[config.mk]
export PLATFORM = sky130hd
export DESIGN_NAME = ready_list_ctrl
export DESIGN_NICKNAME = d
export VERILOG_FILES = /design/src/rtl/ready_list_ctrl.sv
export SDC_FILE = /design/constraint.sdc
export NUM_CORES = 1
export LEC_CHECK = 0
export BUFFER_PORTS_ARGS = -buffer_cell sky130_fd_sc_hd__buf_2
export CORE_MARGIN = 3
export CORE_UTILIZATION = 60
export DETAILED_ROUTE_END_ITERATION = 8
export GPL_TIMING_DRIVEN = 0
export HOLD_SLACK_MARGIN = 0.08
export MAX_ROUTING_LAYER = met4
export PLACE_DENSITY = 0.79
export SETUP_SLACK_MARGIN = 0.3
export SLEW_MARGIN = 30
export SYNTH_ARGS = -nofsm -noshare
export SYNTH_HDL_FRONTEND = slang
export SYNTH_SLANG_ARGS = --single-unit
export TNS_END_PERCENT = 50
[constraint.sdc]
create_clock -name aclk -period 7.5 [get_ports aclk]
set_input_delay 1.875 -clock aclk [delete_from_list [all_inputs] [get_ports aclk]]
set_output_delay 1.875 -clock aclk [all_outputs]
set_load 0.02 [all_outputs]
[src/rtl/ready_list_ctrl.sv]
// Ready-list scheduler: per-slot ready bit and priority, scanned one slot per cycle on each tick.
// Define READY_LIST_RR_EN to rotate ptr_nexttask_out among ready slots sharing the top priority.
module ready_list_ctrl #(
    parameter int         NTASKS   = 16,
    parameter logic [7:0] IDLE_PTR = 8'hFF
) (
    input  logic       aclk,
    input  logic       aresetn,
    input  logic       tick_in,
    input  logic       cmd_valid,
    output logic       cmd_ready,
    input  logic [1:0] cmd_op,
    input  logic [3:0] cmd_id,
    input  logic [5:0] cmd_prio,
    output logic [5:0] highpriority_out,
    output logic [7:0] ptr_hpritask_out,
    output logic [7:0] ptr_nexttask_out,
    output logic       sched_valid,
    output logic       idle_out
);

    typedef enum logic [1:0] {
        IDLE = 2'd0,
        SCAN = 2'd1,
        DONE = 2'd2
    } state_t;

    localparam logic [3:0] LAST_SLOT = 4'(NTASKS - 1);

    state_t            state;
    state_t            state_nxt;
    logic              tick_q;
    logic              tick_event;
    logic              pending;
    logic [3:0]        slot;
    logic              last_slot;
    logic              cmd_accept;
    logic              cmd_in_range;

    logic [NTASKS-1:0] ready;
    logic [5:0]        prio [NTASKS];

    logic              cur_rdy;
    logic [5:0]        cur_prio;

    logic              h_found;
    logic [5:0]        h_prio;
    logic [3:0]        h_idx;
    logic              h_found_nxt;
    logic [5:0]        h_prio_nxt;
    logic [3:0]        h_idx_nxt;
    logic [7:0]        next_ptr;

    assign tick_event   = tick_in & ~tick_q;
    assign last_slot    = (slot == LAST_SLOT);
    assign cmd_accept   = cmd_valid & cmd_ready;
    assign cmd_in_range = ({1'b0, cmd_id} < 5'(NTASKS));
    assign cur_rdy      = ready[slot];
    assign cur_prio     = prio[slot];

    always_ff @(posedge aclk or negedge aresetn) begin
        if (!aresetn) begin
            state <= IDLE;
        end else begin
            state <= state_nxt;
        end
    end

    always_comb begin
        state_nxt = state;
        cmd_ready = 1'b0;
        case (state)
            IDLE: begin
                cmd_ready = 1'b1;
                if (tick_event) state_nxt = SCAN;
            end
            SCAN: begin
                if (last_slot) state_nxt = DONE;
            end
            DONE: begin
                state_nxt = (pending || tick_event) ? SCAN : IDLE;
            end
            default: state_nxt = IDLE;
        endcase
    end

    // Highest-priority tracker; slot 0 starts a fresh scan so stale results are ignored.
    always_comb begin
        h_found_nxt = (slot == 4'd0) ? 1'b0 : h_found;
        h_prio_nxt  = h_prio;
        h_idx_nxt   = h_idx;
        if (cur_rdy && (!h_found_nxt || (cur_prio > h_prio_nxt))) begin
            h_found_nxt = 1'b1;
            h_prio_nxt  = cur_prio;
            h_idx_nxt   = slot;
        end
    end

`ifdef READY_LIST_RR_EN
    logic       a_found;
    logic [5:0] a_prio;
    logic [3:0] a_idx;
    logic       a_found_nxt;
    logic [5:0] a_prio_nxt;
    logic [3:0] a_idx_nxt;

    // Round-robin tracker: best candidate strictly after the slot dispatched last time.
    always_comb begin
        a_found_nxt = (slot == 4'd0) ? 1'b0 : a_found;
        a_prio_nxt  = a_prio;
        a_idx_nxt   = a_idx;
        if (cur_rdy && ({4'b0000, slot} > ptr_nexttask_out) &&
            (!a_found_nxt || (cur_prio > a_prio_nxt))) begin
            a_found_nxt = 1'b1;
            a_prio_nxt  = cur_prio;
            a_idx_nxt   = slot;
        end
    end

    always_ff @(posedge aclk or negedge aresetn) begin
        if (!aresetn) begin
            a_found <= 1'b0;
            a_prio  <= '0;
            a_idx   <= '0;
        end else if (state == SCAN) begin
            a_found <= a_found_nxt;
            a_prio  <= a_prio_nxt;
            a_idx   <= a_idx_nxt;
        end
    end

    assign next_ptr = (a_found_nxt && (a_prio_nxt == h_prio_nxt)) ?
                      {4'b0000, a_idx_nxt} : {4'b0000, h_idx_nxt};
`else
    assign next_ptr = {4'b0000, h_idx_nxt};
`endif

    always_ff @(posedge aclk or negedge aresetn) begin
        if (!aresetn) begin
            tick_q  <= 1'b0;
            pending <= 1'b0;
            slot    <= '0;
            h_found <= 1'b0;
            h_prio  <= '0;
            h_idx   <= '0;
        end else begin
            tick_q <= tick_in;
            if (state == DONE) begin
                pending <= 1'b0;
            end else if ((state == SCAN) && tick_event) begin
                pending <= 1'b1;
            end
            if ((state == SCAN) && !last_slot) begin
                slot <= slot + 4'd1;
            end else begin
                slot <= '0;
            end
            if (state == SCAN) begin
                h_found <= h_found_nxt;
                h_prio  <= h_prio_nxt;
                h_idx   <= h_idx_nxt;
            end
        end
    end

    always_ff @(posedge aclk or negedge aresetn) begin
        if (!aresetn) begin
            ready <= '0;
            for (int i = 0; i < NTASKS; i++) prio[i] <= '0;
        end else if (cmd_accept && cmd_in_range) begin
            case (cmd_op)
                2'b00:   ready[cmd_id] <= 1'b1;
                2'b01:   ready[cmd_id] <= 1'b0;
                2'b10:   prio[cmd_id]  <= cmd_prio;
                default: ;
            endcase
        end
    end

    // Results land on the edge that finishes the last slot, so they are visible in DONE.
    always_ff @(posedge aclk or negedge aresetn) begin
        if (!aresetn) begin
            sched_valid      <= 1'b0;
            idle_out         <= 1'b1;
            highpriority_out <= '0;
            ptr_hpritask_out <= IDLE_PTR;
            ptr_nexttask_out <= IDLE_PTR;
        end else if ((state == SCAN) && last_slot) begin
            sched_valid <= 1'b1;
            if (h_found_nxt) begin
                idle_out         <= 1'b0;
                highpriority_out <= h_prio_nxt;
                ptr_hpritask_out <= {4'b0000, h_idx_nxt};
                ptr_nexttask_out <= next_ptr;
            end else begin
                idle_out         <= 1'b1;
                highpriority_out <= '0;
                ptr_hpritask_out <= IDLE_PTR;
                ptr_nexttask_out <= IDLE_PTR;
            end
        end else begin
            sched_valid <= 1'b0;
        end
    end

endmodule

======== Word-level counts from Yosys, hierarchy flattened ========
Cells that the tools add are included.
storage, ports and cells
  flip-flop bits (word level) ............. 147
  logic and storage cells ................. 96
cells by class
  eq/ne operators ......................... 7
  muxes and demuxes ....................... 27
  order comparisons ....................... 7
  $add $sub $neg .......................... 1
  reductions and logical operators ........ 18
  bitwise gates (word level) .............. 8
operator list
  operator             count
  $bwmux 96            1
  $pmux 16 s2          1
  $mux 6               5
  $bmux 6 s4           1
  $demux 6 s4          1
  $and 16x16->16       1
  $not 16->16          1
  $or 16x16->16        1
  $ge 5x5->1 const B   2
  $lt 4x5->1 const B   2
  $mux 1               10
  $not 4->5            2
  $mux 4               2
  $mux 8               1
  $gt 6x6->1           1
  $logic_and 1x1->1    6
  $pmux 2 s3           1
  $reduce_and 2->1     3
  $lt 5x1->1 const B   1
  $add 4x1->4 const B  1
  $bmux 1 s4           1
  $demux 1 s4          1
  $eq 2x1->1 const B   2
  $eq 2x2->1 const B   2
  11 further kinds     18

======== Logic depth before layout (Yosys ltp) ========
  word-level depth ........................ 9
  mapped depth ............................ 12
  gate-level depth less buffers ........... 10

======== Worst setup path before layout ========
Ideal clock, no wire load.
  path kind ............................... register -> register
  from .................................... register slot[0]
  to ...................................... register h_prio[4]
  stages on the path, launching flop included .. 10
  required time ........................... 7373 ps
  path buffers ............................ 1
  clock period less this slack ............ 3423 ps
  data arrival time ....................... 3296 ps
  path slack .............................. 4077 ps
  cell sequence ........................... dfrtp_1 > clkbuf_1 > mux4_2 > o22ai_1 > nor2_1 > ha_1 > a21o_1 > o31ai_1 > a211oi_4 > mux2_1
between the ends
  longest elaborated chain between the ends .. 8
  elaborated cells on any way between the ends .. 13
  classes of those cells .................. order compare (1); mux (7); bitwise (1); reduce/logical (4)
RTL lines
  what                                       line  RTL
  from (decl)                                35    logic [3:0] slot;
  from (signal assigned)                     154   slot <= slot + 4'd1;
  $not 4->5 (implied by the code)            59    assign cur_prio = prio[slot];
  $bmux 6 s4                                 59
  $mux 6 (implied by the code) (2 in a row)  59
  $gt 6x6->1                                 92    if (cur_rdy && (!h_found_nxt || (cur_prio > h_prio_nxt))) begin
  $logic_or 1x1->1                           92
  $logic_and 1x1->1                          92
  $mux 6 *                                   92
  to (signal assigned)                       160   h_prio <= h_prio_nxt;
  to (decl)                                  47    logic [5:0] h_prio;
Mark *: on every way between the ends. The rest lies on a longest branch, timed or not. The select of a mux whose other input is x is not followed.
A chain may end at the register's enable or synchronous reset.

======== Final worst setup path ========
  from .................................... register slot[1]
  to ...................................... register h_prio[4]
The elaborated chain is that of the path after synthesis.

==> metrics.yaml <==
pre_cts_ws_ns: 3.50
rows: 38
clock_sinks: 143
worstSetupEndpointType: "flop"
crit_path_max_incr_delay_ns: 0.69
regArea_mm2: 0.00358
via_count: 4477
nFillCells: 733
ant_nets: 0
first_iter_violations: 416
cp_slowest_cell: "o31ai_2"
irDropWorstVdd_mv: 0.177
fin_crit_sh: 0.542
finalNonFillerCells: 725
relSlewSlack: 0.486
critPathLaunchType: "flop"
max_cap_viol_count: 0
clk_pin_slew_ns: 0.06
antenna_found_initial: 0
path_cells: "clkbuf_1, buf_1, nand2b_1, o22ai_1, nor2_1, ha_1, nand2b_1, a21oi_1, o31ai_2, a211oi_4, mux2_1"
powerDensity_mw_per_mm2: 223
finalWirelength_um: 14700
cts_htree_levels: 4
finalCriticalPeriod_ns: 4.06
finalClockSkew_ns: 0.00650
status: "finished, final reports clean"
hpwl_um: 10200
die_w_um: 112
rrSetupSlack_ns: 3.44
finish.instance_area_mm2: 0.00783
postCtsHoldBufs: 0
final_common_cell: "dfrtp_1"
ioPinCount: 41
worstPathArrival_ns: 4.37
multi_input_area_mm2: 0.00295
crit_top_cell: "nand2b_1"
fin_ws_ns: 3.44
clock_latency_ns: 0.43
grt_overflow: 0
yosysSeqAreaShare: 0.529
reg2regPathDepth: 11
place_area_mm2: 0.00720
synth_nets: 536
ys_warn_count: 0
p_leak_nw: 3.81
cp_max_fo: 10
hold_path_depth: 2
grt_usage: 0.254
grt_pass1_wl_um: 23900
ys_seq_elements: 143
reg2reg_from: "slot[1]"
synth.distinct_cells: 46
hold_viol: 0
wire_per_inst_um: 20.2
drive_above_1_share: 0.402
min-delay-start: "highpriority_out[3]"
final_max_slew_viol_count: 0
cts_root_buffer: "clkbuf_16"
area_delta_synth_final_pct: 15.4
io_buffer_count: 40
numCtsBuffers: 17
num_antenna_cells: 0
path_buf_inv: 2
cts_buffer_depth: 2
vias_per_cell: 6.18
initial_core_util: 0.620
worstMarginPinSlew_ns: 0.766
dp_cells: 693
synthCells: 512
timing.rr.end: "h_prio[4]"
fp.dieH_um: 112
core_mm2: 0.0109
synth_area_mm2: 0.00678
rsz0062_at_grt: "false"
grt_pass1_vias: 4726
grt_max_degree: 90
gp_congestion: 0.869
cts_tree: "yes"
fmax_mhz: 246
detail_route.first_pass.iterations: 5
final_cell_mix: "138 x dfrtp_1, 105 x mux2_2, 43 x buf_2, 29 x nand2_1, 28 x mux4_2"
drc: 0
hp-class: "flop to flop"
path_delay_family: "compound AO/OA/AOI/OAI gates"
syn_avg_cell_area_um2: 13.2
nets: 596
tns_ns: 0
ctsResizeCount: 0
report.final.setup_viol: 0
cp.required_ns: 7.81
die-area_mm2: 0.0126
post-cts-setup-buffers: 0
hold_path_end: "highpriority_out[3]"
critical_path_class: "flop to flop"
power by group:
part / switching, mW / total, mW / internal (mW)
registers: 0.00568 / 0.788 / 0.782
logic: 0.0573 / 0.0869 / 0.0295
clock network: 0.323 / 0.874 / 0.552
layer usage:
metal,global-route usage,part of all wire
met5,-,0
met2,0.404,0.51
met1,0.314,0.41
met3,0.0658,0.055
met4,0.103,0.025
synth_stat cells (all sizes together):
cell type / instances / area, um^2
o21a: 1 / 7.51
a21o: 1 / 7.51
mux4: 29 / 657
o31a: 1 / 8.76
nor3: 3 / 15.0
or2: 3 / 18.8
nand3: 14 / 70.1
o22ai: 12 / 75.1
mux2: 107 / 1210
nor2: 28 / 108
a31oi: 11 / 68.8
o41ai: 1 / 8.76
mux2i: 2 / 20.0
buf: 20 / 136
nor4b: 1 / 8.76
nand4b: 1 / 8.76
o31ai: 3 / 22.5
inv: 12 / 45.0
a2111oi: 2 / 17.5
clkinv: 1 / 3.75
and3: 2 / 12.5
xnor2: 1 / 8.76
ha: 8 / 100
nand4: 1 / 6.26
nor2b: 7 / 43.8
dfrtp: 138 / 3450
nand2: 29 / 109
xor2: 1 / 8.76
a41oi: 1 / 8.76
o21ai: 10 / 50.0
nand2b: 6 / 37.5
dfstp: 5 / 131
and2: 3 / 18.8
o2111ai: 12 / 105
clkbuf: 18 / 67.6
a21oi: 14 / 70.1
a211oi: 3 / 35.0
cells by family after synthesis:
group           Yosys count  synth area share
flops                   143             0.529
mux                     138             0.278
simple gates             98            0.0673
compound gates           72            0.0716
buf+inv                  51            0.0373
fa+ha+maj                 8            0.0148
xor+xnor                  2           0.00258
metrics by stage:
stage / hold slack [ns] / util / total power, mW
3_3_place_gp: 0.463 / 0.655 / 0.884
6_report: 0.476 / 0.716 / 1.75
2_1_floorplan: 0.442 / - / 0.846
4_1_cts: 0.481 / 0.716 / 1.76
5_1_grt: 0.507 / 0.716 / 1.80
3_5_place_dp: 0.468 / 0.658 / 0.889
how the worst max path moves through the flow:
| stage | start | to | slack [ns] | depth (start not counted) |
|---|---|---|---|---|
| finish | slot[1] | h_prio[4] | 3.44 | 11 |
| global route | slot[1] | h_prio[1] | 3.26 | 11 |
| CTS | slot[1] | h_prio[1] | 3.49 | 11 |
| detailed placement | slot[1] | h_idx[3] | 3.50 | 11 |
| global placement | aresetn | prio[1] | 2.71 | 1 |
| floorplan | slot[0] | h_prio[4] | 4.08 | 9 |
worst reg2reg max path, cell delays in order (launching register included):
cell and delay [ns]:
dfrtp_1 0.34, clkbuf_1 0.48, buf_1 0.50, nand2b_1 0.38, o22ai_1 0.12, nor2_1 0.34, ha_1 0.32, nand2b_1 0.08
a21oi_1 0.09, o31ai_2 0.69, a211oi_4 0.25, mux2_1 0.36
area by class of cell:
type                       instances  area share
sequential                       143       0.458
multi-input combinational        318       0.377
clock buffer                      21      0.0601
timing repair buffer              41      0.0304
buffer                            38      0.0261
tap                              140      0.0224
clock inverter                    11      0.0201
inverter                          13     0.00623
Power figures use the tool's default switching activity.
